[src/rtl/if_id_pipe_reg.sv]
// ---------------------------------------------------------------------------
// if_id_pipe_reg
//
// IF/ID pipeline register between the instruction fetch unit and the decoder.
// Carries fetch address, instruction word and the hit_fetch sideband flag.
// Adds a valid/ready handshake on both sides, a one-entry skid buffer so
// in_ready can be registered without losing words, a flush that drops
// everything (held and incoming) and leaves a bubble, a next-PC output, and
// a saturating count of cycles the decoder held back a valid word.
//
// All state changes on the FALLING edge of clk; rst_n is asynchronous,
// active-low.
//
// Ports
//   clk            in   1        clock (state updates on negedge)
//   rst_n          in   1        asynchronous active-low reset
//   in_valid       in   1        fetch presents a word
//   in_ready       out  1        stage can accept a word (registered)
//   addr_in        in   ADDR_W   fetch address
//   instr_in       in   INSTR_W  fetched instruction
//   hit_fetch_in   in   1        cache-hit flag, travels with its word
//   flush          in   1        discard held and incoming words
//   out_valid      out  1        decode-side word valid
//   out_ready      in   1        decoder accepts the word
//   addr_out       out  ADDR_W   held address
//   instr_out      out  INSTR_W  held instruction, NOP_INSTR when empty
//   hit_fetch_out  out  1        held hit flag, 0 when empty
//   addr_next_out  out  ADDR_W   addr_out + PC_INC (wraps)
//   stall_cnt      out  CNT_W    saturating back-pressure cycle count
// ---------------------------------------------------------------------------
module if_id_pipe_reg #(
  parameter int                 ADDR_W    = 16,
  parameter int                 INSTR_W   = 16,
  parameter int                 PC_INC    = 1,
  parameter int                 CNT_W     = 8,
  parameter logic [INSTR_W-1:0] NOP_INSTR = '0
) (
  input  logic               clk,
  input  logic               rst_n,
  input  logic               in_valid,
  output logic               in_ready,
  input  logic [ADDR_W-1:0]  addr_in,
  input  logic [INSTR_W-1:0] instr_in,
  input  logic               hit_fetch_in,
  input  logic               flush,
  output logic               out_valid,
  input  logic               out_ready,
  output logic [ADDR_W-1:0]  addr_out,
  output logic [INSTR_W-1:0] instr_out,
  output logic               hit_fetch_out,
  output logic [ADDR_W-1:0]  addr_next_out,
  output logic [CNT_W-1:0]   stall_cnt
);

  // Main entry: drives the decode-side outputs directly.
  logic               main_valid_q, main_valid_d;
  logic [ADDR_W-1:0]  main_addr_q,  main_addr_d;
  logic [INSTR_W-1:0] main_instr_q, main_instr_d;
  logic               main_hit_q,   main_hit_d;

  // Skid entry: catches the word accepted in the cycle the decoder stalls,
  // since in_ready is registered and cannot drop in that same cycle.
  logic               skid_valid_q, skid_valid_d;
  logic [ADDR_W-1:0]  skid_addr_q,  skid_addr_d;
  logic [INSTR_W-1:0] skid_instr_q, skid_instr_d;
  logic               skid_hit_q,   skid_hit_d;

  logic               in_ready_q,   in_ready_d;
  logic [CNT_W-1:0]   stall_cnt_q,  stall_cnt_d;

  logic push;
  logic pop;

  assign push = in_valid  & in_ready_q;
  assign pop  = main_valid_q & out_ready;

  // Next-state logic. The main entry is cleared to address 0 / NOP_INSTR /
  // hit 0 whenever it empties, so the outputs can come straight from the
  // registers without a separate masking stage.
  always_comb begin
    main_valid_d = main_valid_q;
    main_addr_d  = main_addr_q;
    main_instr_d = main_instr_q;
    main_hit_d   = main_hit_q;
    skid_valid_d = skid_valid_q;
    skid_addr_d  = skid_addr_q;
    skid_instr_d = skid_instr_q;
    skid_hit_d   = skid_hit_q;
    stall_cnt_d  = stall_cnt_q;

    if (flush) begin
      // Flush wins over push and pop: both entries dropped, incoming word
      // ignored, a bubble is presented next.
      main_valid_d = 1'b0;
      main_addr_d  = '0;
      main_instr_d = NOP_INSTR;
      main_hit_d   = 1'b0;
      skid_valid_d = 1'b0;
    end else if (!main_valid_q) begin
      // Empty stage: the skid is necessarily empty too.
      if (push) begin
        main_valid_d = 1'b1;
        main_addr_d  = addr_in;
        main_instr_d = instr_in;
        main_hit_d   = hit_fetch_in;
      end
    end else if (pop) begin
      if (skid_valid_q) begin
        // in_ready was low this cycle, so no push can coincide here.
        main_addr_d  = skid_addr_q;
        main_instr_d = skid_instr_q;
        main_hit_d   = skid_hit_q;
        skid_valid_d = 1'b0;
      end else if (push) begin
        main_addr_d  = addr_in;
        main_instr_d = instr_in;
        main_hit_d   = hit_fetch_in;
      end else begin
        main_valid_d = 1'b0;
        main_addr_d  = '0;
        main_instr_d = NOP_INSTR;
        main_hit_d   = 1'b0;
      end
    end else if (push) begin
      // Decoder stalled but we had advertised ready: park the word.
      skid_valid_d = 1'b1;
      skid_addr_d  = addr_in;
      skid_instr_d = instr_in;
      skid_hit_d   = hit_fetch_in;
    end

    // Accept again only once the skid slot is guaranteed free.
    in_ready_d = ~skid_valid_d;

    // Back-pressure cycles are counted on the pre-edge state; a flush edge
    // is not a stall because the held word is being discarded.
    if (main_valid_q && !out_ready && !flush && (stall_cnt_q != '1)) begin
      stall_cnt_d = stall_cnt_q + CNT_W'(1);
    end
  end

  always_ff @(negedge clk or negedge rst_n) begin
    if (!rst_n) begin
      main_valid_q <= 1'b0;
      main_addr_q  <= '0;
      main_instr_q <= NOP_INSTR;
      main_hit_q   <= 1'b0;
      skid_valid_q <= 1'b0;
      skid_addr_q  <= '0;
      skid_instr_q <= NOP_INSTR;
      skid_hit_q   <= 1'b0;
      in_ready_q   <= 1'b1;
      stall_cnt_q  <= '0;
    end else begin
      main_valid_q <= main_valid_d;
      main_addr_q  <= main_addr_d;
      main_instr_q <= main_instr_d;
      main_hit_q   <= main_hit_d;
      skid_valid_q <= skid_valid_d;
      skid_addr_q  <= skid_addr_d;
      skid_instr_q <= skid_instr_d;
      skid_hit_q   <= skid_hit_d;
      in_ready_q   <= in_ready_d;
      stall_cnt_q  <= stall_cnt_d;
    end
  end

  assign in_ready      = in_ready_q;
  assign out_valid     = main_valid_q;
  assign addr_out      = main_addr_q;
  assign instr_out     = main_instr_q;
  assign hit_fetch_out = main_hit_q;
  assign stall_cnt     = stall_cnt_q;

  // Truncation to ADDR_W gives the modulo-2^ADDR_W wrap.
  assign addr_next_out = main_addr_q + ADDR_W'(PC_INC);

endmodule
[config.mk]
export PLATFORM = sky130hd
export DESIGN_NAME = if_id_pipe_reg
export DESIGN_NICKNAME = d
export VERILOG_FILES = /design/src/rtl/if_id_pipe_reg.sv
export SDC_FILE = /design/constraint.sdc
export NUM_CORES = 1
export LEC_CHECK = 0
export ABC_CLOCK_PERIOD_IN_PS = 2150
export CAP_MARGIN = 25
export CORE_MARGIN = 2
export CORE_UTILIZATION = 44
export DETAILED_ROUTE_END_ITERATION = 8
export PLACE_DENSITY = 0.75
export SETUP_SLACK_MARGIN = 0.2
export SLEW_MARGIN = 20
export SYNTH_ARGS = -nofsm -noshare
export SYNTH_HDL_FRONTEND = slang
export SYNTH_SLANG_ARGS = --single-unit
[constraint.sdc]
create_clock -name clk -period 2.15 [get_ports clk]
set_input_delay 0.5375 -clock clk [delete_from_list [all_inputs] [get_ports clk]]
set_output_delay 0.5375 -clock clk [all_outputs]
set_load 0.01 [all_outputs]
[Yosys cells after proc, flatten, opt, wreduce, memory -nomap -nowiden]
Cells that the tools add are included.
Word-level totals
  word-level logic and storage cells: 54
  flip-flop bits (word level): 77
  output and inout port bits: 59
  input bits: 38
Operators by class
  muxes and demuxes: 27
  bitwise operators: 5
  add/sub/neg operators: 2
  reductions and logical operators: 8
  equal/unequal tests: 2
Operators by type and width (number)
  two-way mux 16 bit: 12
  adder 16 x 1 -> 16 bit, second input constant: 1
  two-way mux 1 bit: 15
  adder 8 x 1 -> 8 bit, second input constant: 1
  != test 8 bit, second input constant: 1
  AND reduction 4 bit: 1
  logical AND 1 bit: 3
  != test 3 x 2 -> 1 bit, second input constant: 1
  NOT 1 bit: 3
  nonzero test 3 bit: 1
  AND 1 bit: 2
  logical NOT 1 bit: 2
  AND reduction 2 bit: 1

[Longest topological paths before layout]
Gate-level depths: netlist (run 1).
  depth after elaboration: 6
  mapped depth: 6
  mapped depth without buffers: 5

==> reports/metrics.cfg, run 1 <==
[global_route]
grt_pass1_wl_mm = 16.4
grt_use_total = 0.249
grt_pass1_vias = 3320
globalRouteMet2Util = 0.445
antenna_found_initial = 0
grt_overflow_total = 0
gr-usage-met1 = 0.287
grtUsageMet3 = 0.0395
grt.busiest_layer = met2
grt_max_degree = 25

[timing]
setup_violations = 135
slew_viol_final = 0
hold_violations = 0
rsz0062_at_grt = yes
slew_headroom = 0.725
worst_clock_skew_ns = 0.0537
setup_ws_ns = -1.20
tightest_slew_ns = 0.413

[clock_network]
clk_pin_slew_worst_paths_ns = 0.05
cts_tree = built
h-tree-depth = 3
cts_made_buffers = 9
worstSkewPairLatency_ns = 0.38
cts.sinks = 77
clk_path_buf_depth = 2
cts-root-buf = clkbuf_8

[yosys]
syn-num-nets = 343
synth_top_area_cell = dfrtn_1
synth-seq-area-share = 0.552
syn_area_sq_um = 3490
ys_types = 29
synthTopCellsByArea = dfrtn_1 (54%), mux2_2 (11%), a22oi_1 (7.1%)
synth.avg_cell_area_sq_um = 11.5
synth_seq_cells = 77
synth_top_area_frac = 0.545
syn-instance-count = 303
ys_warn_count = 0

[critical_path]
r2r-end = stall_cnt[1]
crit_required_ns = 1.61
crit_family = simple AND/OR/NAND/NOR gates
end_kind = output pin
cp_slowest_stage_delay_ns = 0.43
crit_fanout = 4
path_cells = and4_4, and3_4, nand4_1, xnor2_2, buf_2
crit_slowest_cell = dfrtn_1
cp_num_buf_inv = 1
worst-setup-path-type = flip-flop to output pin
r2r-start = stall_cnt[0]
arrival_ns = 2.81
r2r_cells = 9
crit_cells = 5
start_kind = flip-flop
r2r_slack_ns = 0.28

[min_path]
holdCritStartpoint = instr_out[14]
hold_path.class = flip-flop to flip-flop
whs_endpoint = instr_out[14]
whs_path_depth = 2

[placement]
hpwl_mm = 5.95
portBuffers = 96
placed_area_sq_um = 5040
routabilityCongestion = 0.746

[pwr]
power_density_nw_per_um2 = 689
power_leakage_nw = 3.01
vdd_drop_max_mv = 0.561
power.total_mw = 4.24

[cells_and_area]
finalInstanceArea_sq_um = 6160
drive_above_1_share = 0.578
area_growth_pct = 76.5
nNetsFinal = 541
n_antenna_cell = 0

[floorplan]
std_cell_rows = 32
initial_utilization = 0.454
die_y_microns = 93.1
chipWidth_microns = 93.1
core_sq_um = 7690
dieArea_sq_um = 8660
io_pins = 97

[drt]
drtIter0Drc = 170
drt-pass1-iter-count = 4
wl_per_cell_microns = 18.4
vias = 3230
drc_errors = 0
routed_wl_mm = 11.2
via_per_inst = 5.32
ant_nets = 0

[job]
drv_cap = 0

[outcome]
status = finished, violations left
violations = negative setup slack

final cells by class:
type                       instances  area [sq um]
timing repair buffer             204          2100
clock inverter                     7          68.8
tap                              102           128
inverter                           4          22.5
clock buffer                       9           124
fill                             447          1530
multi-input combinational        204          1790
sequential                        77          1930
cells in the mapped netlist, drive strengths merged:
master	number
dfrtn	76
nand2	46
o21ai	36
a22oi	33
mux2	33
xnor2	14
buf	9
clkbuf	8
nand3	7
xor2	7
nand4	6
inv	5
and3	4
nor2	4
a21oi	2
and2	2
ha	2
nor3	2
o21a	2
and4	1
dfstp	1
nor3b	1
nor4	1
or2	1
sequential cells by signal, indices dropped and copies added, names as in the netlist:
signal / count
instr_out: 16
in_ready: 1
out_valid: 1
addr_out: 16
skid_hit_q: 1
skid_instr_q: 16
skid_addr_q: 16
hit_fetch_out: 1
stall_cnt: 8
skid_valid_q: 1
routing by layer:
layer,part of all wire,wire length [microns]
met5,0,0
met4,0.030,334
met2,0.54,6040
met3,0.043,475
met1,0.39,4300
kinds of logic (layout without fill, tap and decap cells):
kind of cell | count (synthesis) | count (layout) | synth area share
DFF | 77 | 77 | 0.552
adders and majority gates | 2 | 2 | 0.00717
buffers and inverters | 22 | 224 | 0.0376
AOI/OAI and AO/OA | 73 | 73 | 0.130
muxes | 33 | 33 | 0.106
xor gates and xnor gates | 21 | 21 | 0.0527
and+or+nand+nor | 75 | 75 | 0.114
report_power, final:
group / switching [mW] / leakage, nW / internal (mW) / total [mW]
clock: 0.541 / 0.100 / 0.532 / 1.07
combinational: 0.548 / 1.93 / 0.746 / 1.29
sequential: 0.144 / 0.980 / 1.73 / 1.88
worst min-delay path, delay by kind of cell, from the launching register on:
kind | cells | cell delay [ns]
compound gates | 1 | 0.05
flops | 1 | 0.40
simple gates | 1 | 0.07
worst max path at each step:
stage | from | to | slack, ns
2_1_floorplan | addr_out[2] | addr_next_out[15] | -0.82
3_3_place_gp | addr_out[4] | addr_next_out[10] | -1.16
3_5_place_dp | addr_out[4] | addr_next_out[10] | -1.23
4_1_cts | addr_out[2] | addr_next_out[15] | -1.24
5_1_grt | addr_out[4] | addr_next_out[15] | -1.26
6_report | addr_out[4] | addr_next_out[10] | -1.20
metrics by stage:
stage | std cells | setup TNS (ns) | hold WS (ns) | setup WS [ns] | utilization
after CTS | 590 | -54.56 | 0.434 | -1.24 | 0.759
after global routing | 607 | -62.28 | 0.456 | -1.26 | 0.801
after detailed placement | 534 | -108.51 | 0.438 | -1.23 | 0.656
after global placement | 534 | -107.43 | 0.434 | -1.16 | 0.656
final | 607 | -57.15 | 0.431 | -1.20 | 0.801
after floorplan | 303 | -36.56 | 0.440 | -0.818 | -
timing repair:
| action | 4_1_cts | 5_1_grt |
|---|---|---|
| resized for setup | 339 | 50 |
| cloned | 9 | 1 |
| setup endpoints to repair | 136 | 136 |
| setup buffers | 32 | 16 |
| hold buffers | 0 | 0 |
| pin swaps | 23 | 22 |
cell usage in the layout, fill, tap and decap left out, types with 2 or more instances in the layout:
cell type / n
a22oi_1: 33
and3_1: 2
and3_4: 2
buf_12: 11
buf_16: 9
buf_2: 39
buf_4: 49
buf_6: 57
buf_8: 4
clkbuf_8: 9
clkdlybuf4s50_1: 33
clkinv_2: 2
clkinv_4: 2
dfrtn_1: 76
inv_1: 2
inv_2: 2
mux2_2: 33
nand2_1: 38
nand2_2: 4
nand2_4: 3
nand3_2: 3
nand3_4: 3
nand4_1: 5
nor2_2: 2
nor3_2: 2
o21ai_1: 4
o21ai_2: 27
o21ai_4: 5
xnor2_1: 8
xnor2_2: 6
xor2_1: 7
Note: power is estimated with default switching activity, not from simulation.
==> inputs of run 2 (changes only) <==
SETUP_SLACK_MARGIN = 0.15   (was 0.2)
==> run 2 against run 1 <==
Against the previous run:
- the flow still finishes with violations (negative setup slack)
- global-route usage fell by 0.29 points
- combinational power barely moved
- wire length rose by 2.8%
- worst hold slack got worse by 0.0044 ns
- power rose by 4.1%
- critical path type unchanged
==> reports/metrics.cfg, run 2 (same netlist as run 1, synthesis figures left out) <==
[timing]
slew_headroom = 0.626  ; was 0.725
setup_violations = 135  ; unchanged
slew_viol_final = 0  ; unchanged
whs_ns = 0.427  ; was 0.431 ns
rsz0062_at_grt = yes  ; unchanged
setup_ws_ns = -1.29  ; was -1.20 ns
hold_violations = 0  ; unchanged
tns_ns = -59.85  ; was -57.15 ns
worst_clock_skew_ns = 0.0500  ; was 0.0537 ns
tightest_slew_ns = 0.560  ; was 0.413 ns

[drt]
routed.top_layer = met4  ; unchanged
ant_nets = 0  ; unchanged
vias = 3285  ; was 3230
wl_met1_mm = 4.54  ; was 4.30 mm
drtIter0Drc = 216  ; was 170
wl_per_cell_microns = 18.7  ; was 18.4 microns
wl_met3_microns = 639  ; was 475 microns
routed_wl_mm = 11.5  ; was 11.2 mm
met2_wirelength_mm = 6.02  ; was 6.04 mm
drc_errors = 0  ; unchanged
via_per_inst = 5.35  ; was 5.32
drt-pass1-iter-count = 5  ; was 4

[global_route]
grt_overflow_total = 0  ; unchanged
grt_max_degree = 43  ; was 25
grt_pass1_vias = 3191  ; was 3320
grt_use_total = 0.246  ; was 0.249
antenna_found_initial = 0  ; unchanged
grt_pass1_wl_mm = 16.5  ; was 16.4 mm

[cells_and_area]
nNetsFinal = 547  ; was 541
area_growth_pct = 78.9  ; was 76.5%
register_area_sq_um = 1930  ; unchanged
multi_input_comb_area_sq_um = 1810  ; was 1790 sq um
drive_above_1_share = 0.582  ; was 0.578
layout_common_cells = dfrtn_1 (76), buf_6 (64), buf_4 (50)  ; was dfrtn_1 (76), buf_6 (57), buf_4 (49)
mostFrequentLayoutCell = dfrtn_1  ; unchanged
fillers = 449  ; was 447
n_antenna_cell = 0  ; unchanged

[placement]
portBuffers = 96  ; unchanged
hpwl_mm = 5.83  ; was 5.95 mm
routabilityCongestion = 0.739  ; was 0.746

[floorplan]
io_pins = 97  ; unchanged
die_y_microns = 93.1  ; unchanged
dieArea_sq_um = 8660  ; unchanged
std_cell_rows = 32  ; unchanged
chipWidth_microns = 93.1  ; unchanged
core_sq_um = 7690  ; unchanged
initial_utilization = 0.454  ; unchanged

[critical_path]
end_kind = output pin  ; unchanged
crit_required_ns = 1.61  ; about the same
r2r_slack_ns = 0.23  ; was 0.28 ns
worst-setup-path-type = flip-flop to output pin  ; unchanged
r2r-start = stall_cnt[0]  ; unchanged
start_kind = flip-flop  ; unchanged
r2r_cells = 10  ; was 9
arrival_ns = 2.90  ; was 2.81 ns
r2r-end = stall_cnt[1]  ; unchanged
crit_fanout = 5  ; was 4

[clock_network]
clk_pin_slew_worst_paths_ns = 0.06  ; was 0.05 ns
cts-root-buf = clkbuf_8  ; unchanged
cts_made_buffers = 9  ; unchanged
clk_path_buf_depth = 2  ; unchanged
worstSkewPairLatency_ns = 0.37  ; was 0.38 ns
cts.sinks = 77  ; unchanged
h-tree-depth = 3  ; unchanged
cts_tree = built  ; unchanged

[job]
drv_cap = 0  ; unchanged

[outcome]
status = finished, violations left  ; unchanged
violations = negative setup slack  ; unchanged

[min_path]
whs_path_depth = 2  ; unchanged
whs_endpoint = instr_out[9]  ; was instr_out[14]
holdCritStartpoint = instr_out[9]  ; was instr_out[14]
hold_path.class = flip-flop to flip-flop  ; unchanged

[pwr]
vdd_drop_max_mv = 0.591  ; was 0.561 mV
power_leakage_nw = 3.05  ; was 3.01 nW
power_density_nw_per_um2 = 707  ; was 689 nW/um^2

-- run 2: changes by cell type in the layout (fill, tap and decap cells not counted), sizes merged --
cell / change
buf: +5
clkdlybuf4s15: +1
clkbuf: +2
bufinv: +1
clkinv: -2
-- run 2: layout make-up --
cell class | count | share of cell area
Clock buffer | 11 | 0.0210
Inverter | 4 | 0.00240
Multi-Input combinational cell | 204 | 0.289
Sequential cell | 77 | 0.309
Clock inverter | 6 | 0.0142
Tap cell | 102 | 0.0204
Timing Repair Buffer | 210 | 0.344
-- run 2: layer usage --
layer	up-vias	GRT usage
li1	1485	-
met1	1644	0.319
met2	133	0.415
met3	23	0.0419
met4	0	0.0907
met5	-	0
-- run 2: worst max-delay path by stage --
stage | from | endpoint | cells past startpoint
CTS | addr_out[3] | addr_next_out[9] | 6
global route | addr_out[3] | addr_next_out[13] | 5
detailed placement | addr_out[3] | addr_next_out[10] | 5
floorplan | addr_out[2] | addr_next_out[15] | 4
finish | addr_out[3] | addr_next_out[13] | 5
global placement | addr_out[4] | addr_next_out[10] | 5
-- run 2: critical path: stages, from the launching register on --
cell and delay, ns:
dfrtn_1 0.45, and4_4 0.27, nand4_4 0.17, nor3_2 0.25, xor2_1 0.19, buf_2 0.16
-- run 2: per-stage QoR --
step                worst slack [ns]  area [sq um]  std cells  power [mW]  utilization
floorplan                     -0.818          3600        303        2.34            -
global route                   -1.33          6240        614        4.63        0.812
global placement               -1.16          5000        532        2.86        0.650
detailed placement             -1.22          5000        532        2.90        0.650
CTS                            -1.16          5850        588        4.23        0.761
finish                         -1.29          6240        614        4.42        0.812
-- run 2: repair_timing --
action	4_1_cts	5_1_grt
setup endpoints to repair	136	135
setup buffers	33	24
gates resized for setup	352	40
cloned	7	2
hold endpoints to repair	0	0
pin swaps	28	17
hold buffers	0	0
-- run 2: report_power, final --
| part | internal, mW | switching, mW | total, mW |
|---|---|---|---|
| Clock | 0.662 | 0.553 | 1.21 |
| Combinational | 0.755 | 0.553 | 1.31 |
| Sequential | 1.73 | 0.159 | 1.89 |
| Total | 3.15 | 1.26 | 4.42 |
==> inputs of run 3 (changes only) <==
CAP_MARGIN = unset   (was 25)
CORE_UTILIZATION = 37   (was 44)
PLACE_DENSITY = unset   (was 0.75)
PLACE_DENSITY_LB_ADDON = 0.2   (was unset)
==> run 3 against run 2 <==
Against the previous run:
- the run still ends with negative setup slack left
- non-clock buffer count grew 6
- cell count grew 2.4%
- first-iteration DRC count shrank 43%
- die area grew 18%
- via count shrank 1.5%
- clock skew grew 0.0043 ns
- combinational power is essentially flat
- design area grew 2.4%
- critical path depth grew 1
- critical path type unchanged
- largest cell class unchanged
==> reports/metrics.cfg, run 3 (same netlist as run 1, synthesis figures left out) <==
[pwr]
p_int_mw = 3.33  ; was 3.15 mW
pwr-share-comb = 0.290  ; was 0.296
power_frac_clock = 0.298  ; was 0.275
vdd_drop_max_mv = 0.378  ; was 0.591 mV
power_density_nw_per_um2 = 715  ; was 707 nW/um^2
switchingPower_mw = 1.25  ; was 1.26 mW
power_leakage_nw = 3.10  ; was 3.05 nW
netSwitchingFraction = 0.273  ; was 0.286
power_frac_seq = 0.411  ; was 0.429

[clock_network]
cts_hold_buf = 0  ; unchanged
cts_tree = built  ; unchanged
clk_path_buf_depth = 2  ; unchanged
h-tree-depth = 3  ; unchanged
cts_made_buffers = 9  ; unchanged
clk_pin_slew_worst_paths_ns = 0.05  ; was 0.06 ns
worstSkewPairLatency_ns = 0.38  ; was 0.37 ns
cts-root-buf = clkbuf_8  ; unchanged
cts.sinks = 77  ; unchanged

[cells_and_area]
nNetsFinal = 553  ; was 547
post-route-util = 0.695  ; was 0.812
mostFrequentLayoutCell = dfrtn_1  ; unchanged
drive_above_1_share = 0.602  ; was 0.582
layout_common_cells = dfrtn_1 (76), buf_6 (66), buf_4 (52)  ; was dfrtn_1 (76), buf_6 (64), buf_4 (50)
fillers = 644  ; was 449
area_growth_pct = 83.2  ; was 78.9%
n_antenna_cell = 0  ; unchanged

[drt]
drtIter0Drc = 124  ; was 216
drt-pass1-iter-count = 7  ; was 5
wl_per_cell_microns = 17.6  ; was 18.7 microns
vias = 3237  ; was 3285
ant_nets = 0  ; unchanged
routed_wl_mm = 11.1  ; was 11.5 mm
via_per_inst = 5.15  ; was 5.35
drc_errors = 0  ; unchanged

[global_route]
grt_overflow_total = 0  ; unchanged
grt_pass1_wl_mm = 15.9  ; was 16.5 mm
grt_use_total = 0.203  ; was 0.246
grt_max_degree = 35  ; was 43
antenna_found_initial = 0  ; unchanged
grt_pass1_vias = 3161  ; was 3191

[min_path]
hold_path.class = flip-flop to flip-flop  ; unchanged

[placement]
hpwl_mm = 6.00  ; was 5.83 mm
routabilityCongestion = 0.802  ; was 0.739
portBuffers = 96  ; unchanged

[critical_path]
worst-setup-path-type = flip-flop to output pin  ; unchanged
crit_fanout = 4  ; was 5
start_kind = flip-flop  ; unchanged
crit_required_ns = 1.61  ; about the same
end_kind = output pin  ; unchanged
arrival_ns = 2.90  ; about the same

[timing]
slew_viol_final = 0  ; unchanged
setup_violations = 135  ; unchanged
rsz0062_at_grt = yes  ; unchanged
setup_ws_ns = -1.29  ; about the same
tns_ns = -58.43  ; was -59.85 ns
worst_clock_skew_ns = 0.0543  ; was 0.0500 ns
tightest_slew_ns = 0.598  ; was 0.560 ns
slew_headroom = 0.601  ; was 0.626
hold_violations = 0  ; unchanged

[floorplan]
io_pins = 97  ; unchanged
die_y_microns = 101  ; was 93.1 microns
initial_utilization = 0.380  ; was 0.454
std_cell_rows = 35  ; was 32
dieArea_sq_um = 10200  ; was 8660 sq um
core_sq_um = 9200  ; was 7690 sq um
chipWidth_microns = 101  ; was 93.1 microns

[outcome]
violations = negative setup slack  ; unchanged
status = finished, violations left  ; unchanged

[job]
drv_cap = 0  ; unchanged

[run 3: changes by cell type in the layout (fill, tap and decap cells not counted), sizes merged]
cell,delta
inv,+1
buf,+6
clkdlybuf4s15,-1
clkinv,-2
clkbuf,+1
bufinv,+1
[run 3: timing repair]
action                     CTS  global route
cloned                       8             2
resized for setup          350            53
setup endpoints to repair  136           135
buffers inserted            41            19
pin swaps                   27            13
[run 3: power groups by stage]
stage                     Clock, mW  Sequential (mW)  Combinational, mW
after global routing           1.45             1.90               1.42
after global placement      0.00582             1.88              0.994
final                          1.36             1.88               1.33
after floorplan             0.00582             1.95              0.380
after CTS                      1.38             1.87               1.18
after detailed placement    0.00582             1.89               1.02
[run 3: path summary, 6_finish.rpt]
check / from / endpoint / slack, ns / cells after the start
max in group asynchronous: rst_n / addr_out[14] / 0.70 / 2
worst max-delay path: addr_out[4] / addr_next_out[13] / -1.29 / 6
min in group asynchronous: rst_n / stall_cnt[4] / 0.99 / 1
worst min-delay path: instr_out[10] / instr_out[10] / 0.42 / 2
worst max register to register: stall_cnt[1] / stall_cnt[1] / 0.28 / 9
worst min register to register: instr_out[10] / instr_out[10] / 0.42 / 2
[run 3: layout make-up]
cell class                 instances  area, sq um  share of cell area
clock buffer                      11          141              0.0221
clock inverter                     6          110              0.0172
inverter                           4         15.0             0.00235
multi-input combinational        204         1810               0.283
sequential                        77         1930               0.302
tap                              111          139              0.0217
timing repair buffer             216         2250               0.352
[run 3: metrics by stage]
stage,instance area [sq um],power (mW),setup slack [ns],cells,hold WS [ns]
after floorplan,3600,2.34,-0.818,303,0.440
after global placement,5040,2.88,-1.24,543,0.430
after detailed placement,5040,2.92,-1.28,543,0.439
after CTS,5950,4.43,-1.22,608,0.437
after global routing,6390,4.78,-1.34,629,0.460
final,6390,4.57,-1.29,629,0.424
[run 3: worst max-delay path, stage by stage, from the launching register on]
cell     delay [ns]
dfrtn_1        0.44
and4_4         0.27
nand4_4        0.12
buf_6          0.17
nor3_4         0.20
xor2_1         0.15
buf_2          0.14
[run 3: routing by layer]
metal | up-vias | global-route usage | wire (microns)
met5 | - | 0 | 0
met4 | 0 | 0.0665 | 202
met2 | 93 | 0.368 | 6110
met3 | 19 | 0.0373 | 403
met1 | 1622 | 0.243 | 4340
li1 | 1503 | - | -
